===== config.mk =====
export PLATFORM = sky130hd
export DESIGN_NAME = mult_job_sequencer
export DESIGN_NICKNAME = d
export VERILOG_FILES = /design/src/rtl/mult_seq_pkg.sv /design/src/rtl/mult_job_fifo.sv /design/src/rtl/mult_job_sequencer.sv
export SDC_FILE = /design/constraint.sdc
export NUM_CORES = 1
export LEC_CHECK = 0
export ABC_AREA = 1
export CORE_MARGIN = 10
export CORE_UTILIZATION = 28
export CTS_BUF_LIST = sky130_fd_sc_hd__clkbuf_2
export CTS_CLUSTER_DIAMETER = 100
export DETAILED_ROUTE_END_ITERATION = 10
export GPL_ROUTABILITY_DRIVEN = 0
export HOLD_SLACK_MARGIN = 0.1
export PLACE_DENSITY = 0.49
export SETUP_SLACK_MARGIN = 0.5
export SLEW_MARGIN = 15
export SYNTH_ARGS = -nofsm -noshare
export SYNTH_HDL_FRONTEND = slang
export SYNTH_HIERARCHICAL = 1
export SYNTH_SLANG_ARGS = --single-unit

===== constraint.sdc =====
create_clock -name clk -period 2.6 [get_ports clk]
set_clock_uncertainty 0.1 [all_clocks]
set_input_delay 0.78 -clock clk [delete_from_list [all_inputs] [get_ports clk]]
set_output_delay 0.78 -clock clk [all_outputs]
set_load 0.1 [all_outputs]

===== src/rtl/mult_seq_pkg.sv =====
// Shared types and defaults for the multiplier job sequencer.
// Optional feature macro used by the top: MULT_SEQ_ZERO_BYPASS_EN.
package mult_seq_pkg;

    localparam int DEF_WORD_W = 8;
    localparam int DEF_DEPTH  = 4;

    // Sequencer FSM states.
    typedef enum logic [1:0] {
        S_IDLE  = 2'd0,
        S_ISSUE = 2'd1,
        S_WAIT  = 2'd2,
        S_OUT   = 2'd3
    } state_e;

    // One multiplication job at the default operand width.
    typedef struct packed {
        logic [DEF_WORD_W-1:0] multiplicand;
        logic [DEF_WORD_W-1:0] multiplier;
    } job_t;

endpackage


===== src/rtl/mult_job_fifo.sv =====
// Synchronous FIFO holding pending jobs for the sequencer.
// A push into a full FIFO and a pop from an empty one are ignored.
// Pointers wrap naturally.
module mult_job_fifo #(
    parameter int DATA_W = 16,
    parameter int DEPTH  = 4
) (
    input  logic                   clk,
    input  logic                   reset,
    input  logic                   push_i,
    input  logic                   pop_i,
    input  logic [DATA_W-1:0]      wr_data_i,
    output logic [DATA_W-1:0]      rd_data_o,
    output logic                   full_o,
    output logic                   empty_o,
    output logic [$clog2(DEPTH):0] count_o
);

    localparam int PTR_W = $clog2(DEPTH);
    localparam int CNT_W = PTR_W + 1;

    logic [DATA_W-1:0] mem_q [DEPTH];
    logic [PTR_W-1:0]  wr_ptr_q, wr_ptr_d;
    logic [PTR_W-1:0]  rd_ptr_q, rd_ptr_d;
    logic [CNT_W-1:0]  count_q, count_d;
    logic              do_push, do_pop;

    assign full_o    = (count_q == CNT_W'(DEPTH));
    assign empty_o   = (count_q == '0);
    assign count_o   = count_q;
    assign rd_data_o = mem_q[rd_ptr_q];

    assign do_push = push_i && !full_o;
    assign do_pop  = pop_i && !empty_o;

    // Next pointer and occupancy values.
    always_comb begin
        wr_ptr_d = wr_ptr_q;
        rd_ptr_d = rd_ptr_q;
        count_d  = count_q;
        if (do_push) begin
            wr_ptr_d = wr_ptr_q + PTR_W'(1);
        end
        if (do_pop) begin
            rd_ptr_d = rd_ptr_q + PTR_W'(1);
        end
        case ({do_push, do_pop})
            2'b10:   count_d = count_q + CNT_W'(1);
            2'b01:   count_d = count_q - CNT_W'(1);
            default: count_d = count_q;
        endcase
    end

    // Pointer and occupancy registers; reset empties the FIFO.
    always_ff @(posedge clk or posedge reset) begin
        if (reset) begin
            wr_ptr_q <= '0;
            rd_ptr_q <= '0;
            count_q  <= '0;
        end else begin
            wr_ptr_q <= wr_ptr_d;
            rd_ptr_q <= rd_ptr_d;
            count_q  <= count_d;
        end
    end

    // Storage array; contents are meaningless while the entry is not counted.
    always_ff @(posedge clk) begin
        if (do_push) begin
            mem_q[wr_ptr_q] <= wr_data_i;
        end
    end

endmodule


===== src/rtl/mult_job_sequencer.sv =====
// Job feeder for the add-shift multiplier: buffers operand pairs, issues
// one job at a time with a single-cycle start, captures the product when
// the controller returns to ready, and offers it on a valid/ready output.
// Handshakes: a transfer happens on a clock edge where valid and ready are
// both high; valid never depends on ready, and in_ready depends only on
// the FIFO full flag.
// Optional feature: define MULT_SEQ_ZERO_BYPASS_EN to skip the multiplier
// for jobs with a zero operand (result 0 goes straight to the output).
module mult_job_sequencer
    import mult_seq_pkg::*;
#(
    parameter int WORD_W = DEF_WORD_W,
    parameter int DEPTH  = DEF_DEPTH
) (
    input  logic                clk,
    input  logic                reset,
    input  logic                in_valid,
    output logic                in_ready,
    input  logic [WORD_W-1:0]   in_multiplicand,
    input  logic [WORD_W-1:0]   in_multiplier,
    output logic                mul_start,
    output logic [WORD_W-1:0]   mul_multiplicand,
    output logic [WORD_W-1:0]   mul_multiplier,
    input  logic                mul_ready,
    input  logic [2*WORD_W-1:0] mul_product,
    output logic                out_valid,
    input  logic                out_ready,
    output logic [2*WORD_W-1:0] out_product,
    output logic                busy,
    output logic [15:0]         jobs_done
);

    state_e                  state_q, state_d;
    logic [WORD_W-1:0]       mcand_q, mplier_q;
    logic [2*WORD_W-1:0]     out_product_q;
    logic [15:0]             jobs_done_q;

    logic                    fifo_full, fifo_empty;
    logic [$clog2(DEPTH):0]  fifo_count;
    logic [2*WORD_W-1:0]     fifo_head;
    logic [WORD_W-1:0]       head_mcand, head_mplier;

    logic                    pop_job, capture, deliver;

    assign head_mcand  = fifo_head[2*WORD_W-1:WORD_W];
    assign head_mplier = fifo_head[WORD_W-1:0];

    mult_job_fifo #(
        .DATA_W (2*WORD_W),
        .DEPTH  (DEPTH)
    ) u_fifo (
        .clk       (clk),
        .reset     (reset),
        .push_i    (in_valid && in_ready),
        .pop_i     (pop_job),
        .wr_data_i ({in_multiplicand, in_multiplier}),
        .rd_data_o (fifo_head),
        .full_o    (fifo_full),
        .empty_o   (fifo_empty),
        .count_o   (fifo_count)
    );

    assign in_ready         = !fifo_full;
    assign mul_multiplicand = mcand_q;
    assign mul_multiplier   = mplier_q;
    assign out_product      = out_product_q;
    assign jobs_done        = jobs_done_q;
    assign busy             = (state_q != S_IDLE) || (fifo_count != '0);

    // State register.
    always_ff @(posedge clk or posedge reset) begin
        if (reset) begin
            state_q <= S_IDLE;
        end else begin
            state_q <= state_d;
        end
    end

    // Next-state logic.
    always_comb begin
        state_d = state_q;
        case (state_q)
            S_IDLE: begin
                if (pop_job) begin
`ifdef MULT_SEQ_ZERO_BYPASS_EN
                    if ((head_mcand == '0) || (head_mplier == '0)) begin
                        state_d = S_OUT;
                    end else begin
                        state_d = S_ISSUE;
                    end
`else
                    state_d = S_ISSUE;
`endif
                end
            end
            S_ISSUE: if (mul_ready) state_d = S_WAIT;
            S_WAIT:  if (capture)   state_d = S_OUT;
            S_OUT:   if (deliver)   state_d = S_IDLE;
            default: state_d = S_IDLE;
        endcase
    end

    // Output and strobe decode from the current state.
    always_comb begin
        mul_start = 1'b0;
        out_valid = 1'b0;
        pop_job   = 1'b0;
        capture   = 1'b0;
        deliver   = 1'b0;
        case (state_q)
            S_IDLE:  pop_job = !fifo_empty && mul_ready;
            S_ISSUE: mul_start = 1'b1;
            S_WAIT:  capture = mul_ready;
            S_OUT: begin
                out_valid = 1'b1;
                deliver   = out_ready;
            end
            default: ;
        endcase
    end

    // Operand, result and delivery-counter registers.
    always_ff @(posedge clk or posedge reset) begin
        if (reset) begin
            mcand_q       <= '0;
            mplier_q      <= '0;
            out_product_q <= '0;
            jobs_done_q   <= '0;
        end else begin
            if (pop_job) begin
                mcand_q  <= head_mcand;
                mplier_q <= head_mplier;
`ifdef MULT_SEQ_ZERO_BYPASS_EN
                if ((head_mcand == '0) || (head_mplier == '0)) begin
                    out_product_q <= '0;
                end
`endif
            end
            if (capture) begin
                out_product_q <= mul_product;
            end
            if (deliver) begin
                jobs_done_q <= jobs_done_q + 16'd1;
            end
        end
    end

endmodule


==> results.md, run 1 <==
* Critical Path RT at approximately 1700 ps
* Peak VDD IR at 0.462 mV
* Largest family of logic cells by synthesized area: simple AND/OR/NAND/NOR gates
* Synth cell types at 26
* Largest net degree at the start of global routing at 51
* Htree depth at 4
* CTS Buf Count at 17
* Gr usage total at 10.6%
* Starting Density at 28.3%
* Most frequent cells after synthesis: nand2_1 (148), inv_1 (72), edfxtp_1 (64), dfrtp_1 (57), o211ai_1 (28)
* Power Dens Cells at 1310 nW/um2
* Slew Limit Fails at 0
* Cell Chain, Critical Path: nor3_2, nand2_4, buf_12
* First-pass GRT wire length at 20.2 mm
* Antenna violations before repair at 0
* Die X at 157 um
* Die area at 24700 um2
* Wire per inst at between 10 and 15 um
* Synth top area cells: edfxtp_1 (37%), dfrtp_1 (27%), nand2_1 (11%), inv_1 (5.1%), o211ai_1 (4.0%)
* Vias in the first global route at around 4000
* Max cap viols at 0
* Core Region at 18600 um2
* Rel. slew slack at 64.9%
* Hold buffers post-CTS at 0
* Clock root cell: clkbuf_2
* Slew @ Worst Pin at 526 ps
* Number of iterations in the first detailed-routing pass at 4
* CP Launch Type: flop
* Largest stage delay, worst path at 460 ps
* Seq/Total Area, Yosys at a little under two thirds
* Outcome: completed
* Hold Vio Cnt, Final at 0
* Post-Synth Adder-Cell Area at 3.00%
* Worst endpoint data arrival time at 1630 ps
* RSZ-0062 raised after global routing: yes
* ANT nets after route at 0
* Compound-gate portion of the synthesized area at 5.71%
* Layout overhead on the synthesized area at 45.8%
* GR Overflow Total at 0
* Boundary Pins at 89
* Post-synthesis mux area share at 3.43%
* Clock slew at reported path FFs at 210 ps
* Vias per cell at ~4.2
* Synth Register Bits at about 120
* Final setup fails at 0
* Cells after synthesis at between 400 and 500
* Worst-skew pair later-pin latency at roughly 700 ps
* Final period util at 96.4%
* Yosys top cell by area: edfxtp_1
* DRC at 0
* Syn_nets at 528
* CP Class: reg2out
* CP max FO at 3
* Most common cell in the netlist: nand2_1
* 1st-iter DRT viols at 88
* Clk sinks at 121
* Dpl hpwl at 8.54 mm
* Vias at about 3700
* NumNets Final at 675
* Share of the synthesized area in the top cell type at between 30% and 40%
* Peak Freq at between 300 and 400 MHz
* Final Critical Period at around 2500 ps
* Slowest stage cell, crit path: dfrtp_1
* Row count at 50
* Clk buf depth at 2
* Min-Delay Path Class: in2async
* Leak at ~3.5 nW
* Crit end category: output pin
* Simple-gate share of the synthesized area at 14.5%
* Post-synth ARST share at a little under half
* Final wirelength at approximately 12 mm
* Main flop type after synthesis: edfxtp_1
* Die Height at 157 um
* Hold slack at 249 ps
* Mapped Area at 5260 um2
* IO Port Bufs at 88
* Post-Synth XOR/XNOR Area at 2.00%
* Avg Cell Area, Syn at 11.0 um2
* CTS tree: built
* Post-synth EDFFs at 64
* Synth Warn # at 6
* DP Worst Slack at -114 ps
* Final Worst Setup Slack at 92.4 ps
* Layout cells sized above 1 at 30.2%
* # diodes at 0
-- metal layers --
metal	global-route usage, %	vias up	wire length [um]
li1	-	1851	-
met1	11.8	1713	5340
met2	17.9	84	6140
met3	4.59	10	850
met4	3.38	0	125
met5	0	-	0
-- power breakdown --
group          total (mW)  internal [mW]  switching (mW)  leakage, nW
clock network        1.17          0.369           0.802        0.139
registers            3.00           2.59           0.410         1.29
logic                5.89           2.19            3.70         2.04
total                10.1           5.15            4.91         3.48
-- sequential cells by signal, indices dropped and copies added (netlist names) --
| signal | count |
|---|---|
| mul_multiplier | 8 |
| u_fifo/mem_q | 64 |
| mul_multiplicand | 8 |
| u_fifo/wr_ptr_q | 2 |
| jobs_done | 16 |
| state_q | 2 |
| out_product | 16 |
| u_fifo/rd_ptr_q | 2 |
| u_fifo/count_o | 3 |
-- what timing repair did --
| action | 4_1_cts | 5_1_grt |
|---|---|---|
| setup buffers | 31 | 6 |
| pin swaps | 4 | 3 |
| gates resized for setup | 166 | 12 |
| endpoints found under the setup margin | 54 | 54 |
-- layout by cell type (no fill, tap or decap), types with 5 or more instances in the layout --
cell type and count:
inv_1 62, inv_2 13, buf_4 44, clkbuf_2 17, edfxtp_1 64, nor2_1 20, ha_1 7, clkdlybuf4s50_1 36
xor2_1 8, mux2_2 16, nand3_1 11, dfrtp_1 55, o211ai_1 28, buf_12 57, o211ai_2 5, nand2_1 144
-- worst max-delay path: cells and delay by family, from the launching register on --
family	cells	cell delay [ps]
DFF	1	460
buffers and inverters	1	170
and+or+nand+nor	2	320
-- stage by stage --
| step | instances | power, mW | utilization [%] | cell area, um2 | setup TNS (ps) |
|---|---|---|---|---|---|
| 5_1_grt | 873 | 10.7 | 41.3 | 7670 | -213 |
| 2_1_floorplan | 479 | 6.52 | - | 5280 | 0 |
| 6_report | 873 | 10.1 | 41.3 | 7670 | 0 |
| 3_5_place_dp | 804 | 7.71 | 34.7 | 6440 | -114 |
| 4_1_cts | 867 | 10.1 | 40.8 | 7580 | -1.31 |
| 3_3_place_gp | 804 | 7.64 | 34.7 | 6440 | -62.3 |
-- final timing paths --
path	startpoint	to	slack, ps	cells after the start
worst max-delay path	u_fifo/count_o[1]	busy	90	3
worst min-delay path	reset	u_fifo/rd_ptr_q[0]	250	2
worst max register to register	u_fifo/count_o[0]	u_fifo/count_o[2]	440	17
worst min register to register	u_fifo/count_o[0]	u_fifo/count_o[0]	450	1
max in group asynchronous	reset	jobs_done[7]	1780	3
min in group clk	u_fifo/count_o[0]	u_fifo/count_o[0]	450	1
-- kinds of logic after synthesis --
kind of cell,after synthesis
multiplexers,16
adder cells (fa/ha/maj),12
XOR/XNOR,12
AND/OR/NAND/NOR,190
buffers and inverters,90
AO/OA/AOI/OAI,38
flip-flops,121
-- cell type report --
type	instances	area, um2
Clock inverter	15	144
Inverter	77	297
Timing Repair Buffer	141	1880
Fill cell	1749	10900
Sequential cell	121	3350
Clock buffer	17	85.1
Multi-Input combinational cell	268	1620
Tap cell	234	293
No activity file was read; power rests on OpenSTA's default activity.
==> inputs of run 2 (changes only) <==
- CORE_UTILIZATION: 28 -> 30
- PLACE_DENSITY: 0.49 -> 0.51
==> results.md, run 2 (same netlist as run 1, synthesis figures left out) <==
* Outcome: completed
* Slew Limit Fails at 0 (unchanged)
* Top reg by flops: u_fifo/mem_q
* Power Dens Cells at 1330 nW/um2 (+1.1%)
* Worst endpoint data arrival time at 1580 ps (-50 ps)
* Die Height at 152 um (-3.0%)
* Vias per cell at 4.32 (+3.0%)
* Max cap viols at 0 (unchanged)
* Layout overhead on the synthesized area at 46.0%
* R2r worst-path depth at 17 (unchanged)
* Largest stage delay, worst path at 500 ps (+40 ps)
* RSZ-0062 raised after global routing: yes
* DRC at 0 (unchanged)
* GR Overflow Total at 0 (unchanged)
* CTS tree: built
* Clk buf depth at 2 (unchanged)
* Vias in the first global route at 3805 (-3.2%)
* Final setup fails at 0 (unchanged)
* Antenna violations before repair at 0 (unchanged)
* Gr usage total at 10.8% (+0.24 points)
* CTS Buf Count at 17 (unchanged)
* Clk sinks at 121 (unchanged)
* Top delay family on crit path: flip-flops
* WP buf/inv at 1 (unchanged)
* IO Port Bufs at 88 (unchanged)
* Final wirelength at 12.5 mm (+0.21%)
* Critical Path RT at 1720 ps (about the same)
* Peak VDD IR at 1.06 mV (+130%)
* Worst r2r dst: u_fifo/count_o[2]
* Core Util, Final at 44.5% (+3.3 points)
* Multi-input logic area at 1640 um2 (+0.93%)
* Min-Delay Path Class: in2async
* CP max FO at 4 (+1)
* Wire per inst at 14.5 um (+1.7%)
* Setup TNS Final at 0 ps (unchanged)
* Peak Freq at 407 MHz (+2.0%)
* Reg-to-Reg Start: u_fifo/count_o[1]
* NumNets Final at 671 (-0.59%)
* Core Region at 17200 um2 (-7.2%)
* Hold Vio Cnt, Final at 0 (unchanged)
* Starting Density at 30.5% (+2.2 points)
* Final period util at 94.5% (-1.9 points)
* Boundary Pins at 89 (unchanged)
* Fill cells at 1589 (-9.1%)
* Vias at 3713 (+1.5%)
* Die area at 23200 um2 (-5.8%)
* Cell Chain, Critical Path: nor3_4, nand2_4, buf_12
* Layout cells sized above 1 at 30.4% (+0.19 points)
* Crit end category: output pin
* Die X at 152 um (-3.0%)
* ANT nets after route at 0 (unchanged)
* CP Launch Type: flop
* Commonest non-fill, non-tap cell in the layout: nand2_1
* Dpl hpwl at 8.45 mm (-1.1%)
* Clock slew at reported path FFs at 190 ps (-20 ps)
* Slew @ Worst Pin at 520 ps (-5.42 ps)
* Register area at 3360 um2 (+0.19%)
* Final Critical Period at 2460 ps (-49.7 ps)
* Slowest stage cell, crit path: dfrtp_2
* Cell depth of the worst setup path at 3 (unchanged)
* Number of iterations in the first detailed-routing pass at 4 (unchanged)
* Largest net degree at the start of global routing at 37 (-27%)
* Leak at 3.47 nW (-0.16%)
* 1st-iter DRT viols at 188 (+110%)
* Most frequent cells in the layout: nand2_1 (143), edfxtp_1 (64), inv_1 (62)
* Max FFs per register at 64 (unchanged)
* CP Class: reg2out
* First-pass GRT wire length at 20.3 mm (+0.31%)
* Clock root cell: clkbuf_2
* # diodes at 0 (unchanged)
* Worst-skew pair later-pin latency at 640 ps (-40 ps)
* R2R Setup Slk at 400 ps (-40 ps)
* Htree depth at 4 (unchanged)
* Row count at 48 (-4.0%)
* Rel. slew slack at 65.3% (+0.36 points)
==> run 2: cell types whose count changed in the layout (fill, tap and decap cells not counted), moves of 2 or more <==
cell / change
bufinv_16: +3
dfrtp_2: +5
buf_4: -4
inv_8: -2
dfrtp_1: -5
inv_6: -3
clkinv_1: +4
==> run 2: worst reg2reg max path: stages (launching register included) <==
cell and delay (ps):
dfrtp_1 460, inv_2 80, buf_6 120, buf_6 120, nand3_4 60, inv_2 40, inv_2 60, nand3_4 70
clkinv_4 60, nand2_4 40, inv_2 50, ha_4 140, inv_4 40, fa_2 360, nand2_2 100, nand3_2 60
nand2_1 70, nand2_1 60
==> run 2: timing repair <==
action / 4_1_cts / 5_1_grt
hold buffers: 0 / 0
endpoints found under the setup margin: 53 / 54
gates resized for setup: 166 / 22
buffers inserted: 28 / 5
pin swaps: 8 / 9
gates cloned: 0 / 0
==> run 2: per-layer routing <==
metal  track usage, %  part of all wire [%]  routed length, um
met4             2.93                  0.74                 92
met3             4.40                   6.6                821
met1             12.8                    43               5340
met2             17.8                    50               6230
met5                0                     0                  0
==> run 2: worst max-delay path by stage <==
stage | from | endpoint
2_1_floorplan | in_valid | u_fifo/mem_q[0][0]
3_5_place_dp | mul_ready | u_fifo/count_o[2]
3_3_place_gp | mul_ready | u_fifo/count_o[2]
6_report | u_fifo/count_o[2] | busy
5_1_grt | u_fifo/count_o[2] | busy
4_1_cts | state_q[1] | busy
==> run 2: where the power goes <==
group / total [mW] / switching, mW / internal, mW
clock network: 1.34 / 0.714 / 0.626
logic: 5.84 / 3.69 / 2.15
registers: 3.00 / 0.409 / 2.59
total: 10.2 / 4.81 / 5.36
==> run 2: layout make-up <==
| type | count | area share (%) |
|---|---|---|
| Multi-Input combinational cell | 268 | 21.3 |
| Tap cell | 225 | 3.67 |
| Clock inverter | 14 | 2.33 |
| Sequential cell | 121 | 43.7 |
| Timing Repair Buffer | 137 | 23.9 |
| Clock buffer | 18 | 1.17 |
| Inverter | 77 | 3.86 |
==> run 2: per-stage QoR <==
| stage | power, mW | hold slack (ps) | cells | setup WS [ps] | instance area, um2 |
|---|---|---|---|---|---|
| 2_1_floorplan | 6.52 | 382 | 479 | 293 | 5280 |
| 3_3_place_gp | 7.61 | 371 | 795 | -113 | 6410 |
| 3_5_place_dp | 7.68 | 366 | 795 | -157 | 6410 |
| 4_1_cts | 10.1 | 227 | 855 | 41.1 | 7560 |
| 5_1_grt | 10.7 | 208 | 860 | -3.67 | 7680 |
| 6_report | 10.2 | 313 | 860 | 142 | 7680 |
==> inputs of run 3 (changes only) <==
- GPL_TIMING_DRIVEN: default -> 0
==> results.md, run 3 (same netlist as run 1, synthesis figures left out) <==
* Clk sinks at 121 (unchanged)
* Outcome: completed
* Rel. slew slack at 60.2% (-5.1 points)
* Largest stage delay, worst path at 480 ps (-20 ps)
* Die X at 152 um (unchanged)
* Peak Freq at 402 MHz (-1.2%)
* 1st-iter DRT viols at 172 (-8.5%)
* R2r worst-path depth at 17 (unchanged)
* Slew @ Worst Pin at 597 ps (+76.2 ps)
* Number of iterations in the first detailed-routing pass at 4 (unchanged)
* Sequential share of power at 28.7% (-0.8 points)
* CP Launch Type: flop
* WP buf/inv at 2 (+1)
* Final Critical Period at 2490 ps (+29.4 ps)
* Antenna violations before repair at 0 (unchanged)
* Reg-to-Reg Start: state_q[1]
* Layout overhead on the synthesized area at 49.7%
* Commonest non-fill, non-tap cell in the layout: nand2_1
* Worst r2r dst: u_fifo/count_o[2]
* GR Overflow Total at 0 (unchanged)
* Top reg by flops: u_fifo/mem_q
* Vias per cell at 4.30 (-0.45%)
* Hold Vio Cnt, Final at 0 (unchanged)
* Register area at 3360 um2 (+0.11%)
* Min-Delay Path Class: in2async
* Layout cells sized above 1 at 32.7% (+2.3 points)
* Sw Ratio at 47.2% (-0.13 points)
* Dpl hpwl at 9.10 mm (+7.8%)
* Vias at 3765 (+1.4%)
* Core Util, Final at 45.7% (+1.1 points)
* Final period util at 95.7% (+1.1 points)
* Slew Limit Fails at 0 (unchanged)
* Die area at 23200 um2 (unchanged)
* IO Port Bufs at 88 (unchanged)
* NumNets Final at 687 (+2.4%)
* R2R Setup Slk at 250 ps (-150 ps)
* Core Region at 17200 um2 (unchanged)
* Critical path destination: out_valid
* CTS Buf Count at 17 (unchanged)
* Power Dens Cells at 1340 nW/um2 (+0.97%)
* # diodes at 0 (unchanged)
* Die Height at 152 um (unchanged)
* DRC at 0 (unchanged)
* Row count at 48 (unchanged)
* Wire per inst at 15.1 um (+3.9%)
* Multi-input logic area at 1660 um2 (+1.5%)
* ANT nets after route at 0 (unchanged)
* Largest net degree at the start of global routing at 28 (-24%)
* Max FFs per register at 64 (unchanged)
* Gr usage total at 11.4% (+0.60 points)
* Slowest stage cell, crit path: dfrtp_2
* CP Class: reg2out
* Comb pwr share at 58.5% (+1.1 points)
* CTS tree: built
* Cell Chain, Critical Path: buf_4, ha_4, buf_12
* Clock root cell: clkbuf_2
* Worst endpoint data arrival time at 1610 ps (+30 ps)
* CP max FO at 4 (unchanged)
* Fill cells at 1566 (-1.4%)
* Final setup fails at 0 (unchanged)
* Pint at 5.57 mW (+3.8%)
* Top delay family on crit path: flip-flops
* Power, Total at 10.5 mW (+3.5%)
* DP Worst Slack at -598 ps (-441 ps)
* Cell depth of the worst setup path at 3 (unchanged)
* CP startpoint: state_q[0]
* Max cap viols at 0 (unchanged)
* Vias in the first global route at 3952 (+3.9%)
* Peak VDD IR at 0.693 mV (-35%)
* Htree depth at 4 (unchanged)
* Clk buf depth at 2 (unchanged)
* Clock network fraction of total power at 12.8% (-0.4 points)
* Final wirelength at 13.2 mm (+5.8%)
* Boundary Pins at 89 (unchanged)
* Leak at 3.56 nW (+2.6%)
* Worst-skew pair later-pin latency at 660 ps (+20 ps)
* Starting Density at 30.5% (unchanged)
* RSZ-0062 raised after global routing: yes
* Crit end category: output pin
* Most frequent cells in the layout: nand2_1 (143), edfxtp_1 (64), inv_1 (63)
* Final Worst Setup Slack at 113 ps (-29.4 ps)
* Critical Path RT at 1720 ps (about the same)
* First-pass GRT wire length at 21.2 mm (+4.8%)
* NetSw at 4.97 mW (+3.3%)
* Clock slew at reported path FFs at 200 ps (about the same)
[run 3: cell count changes in the layout (fill, tap and decap cells not counted), sizes merged]
| cell | change |
|---|---|
| clkinv | -2 |
| inv | +1 |
| buf | +15 |
| clkbuf | +2 |
[run 3: worst min path at each step]
stage / slack [ps] / endpoint / depth (start not counted) / from
final: 280 / u_fifo/wr_ptr_q[1] / 2 / reset
after floorplan: 380 / u_fifo/rd_ptr_q[0] / 2 / u_fifo/rd_ptr_q[0]
after detailed placement: 360 / mul_multiplicand[0] / 2 / mul_multiplicand[0]
after global placement: 360 / mul_multiplicand[0] / 2 / mul_multiplicand[0]
after CTS: 190 / u_fifo/wr_ptr_q[1] / 2 / reset
after global routing: 230 / u_fifo/wr_ptr_q[1] / 2 / reset
[run 3: metal layers]
metal | global-route usage [%] | up-vias | routed length (um)
met2 | 19.2 | 89 | 6630
li1 | - | 1870 | -
met1 | 13.2 | 1790 | 5680
met5 | 0 | - | 0
met3 | 4.06 | 16 | 656
met4 | 3.81 | 0 | 247
[run 3: final cells by class]
| type | count | share of cell area (%) |
|---|---|---|
| tap | 225 | 3.58 |
| clock buffer | 19 | 1.21 |
| inverter | 77 | 3.83 |
| sequential | 121 | 42.7 |
| timing repair buffer | 140 | 23.8 |
| multi-input combinational | 268 | 21.1 |
| buffer | 13 | 1.62 |
| clock inverter | 13 | 2.23 |
[run 3: timing repair]
item,4_1_cts,5_1_grt
setup endpoints to repair,118,98
buffers inserted,36,11
pin swaps,8,10
hold buffers,0,0
gates resized for setup,494,25
[run 3: through the flow]
step	hold slack, ps	TNS [ps]	std cells	area (um2)
finish	277	0	876	7870
CTS	188	0	865	7700
global route	226	-32.0	876	7870
floorplan	382	0	479	5280
global placement	363	-92970	792	6440
detailed placement	364	-14360	797	6520
[run 3: power by group through the flow]
| stage | Combinational [mW] | Clock, mW | Sequential (mW) |
|---|---|---|---|
| floorplan | 1.68 | 0 | 4.84 |
| CTS | 5.99 | 1.41 | 3.00 |
| global placement | 4.82 | 0 | 2.90 |
| global route | 6.52 | 1.50 | 3.08 |
| finish | 6.17 | 1.35 | 3.02 |
| detailed placement | 4.94 | 0 | 2.91 |
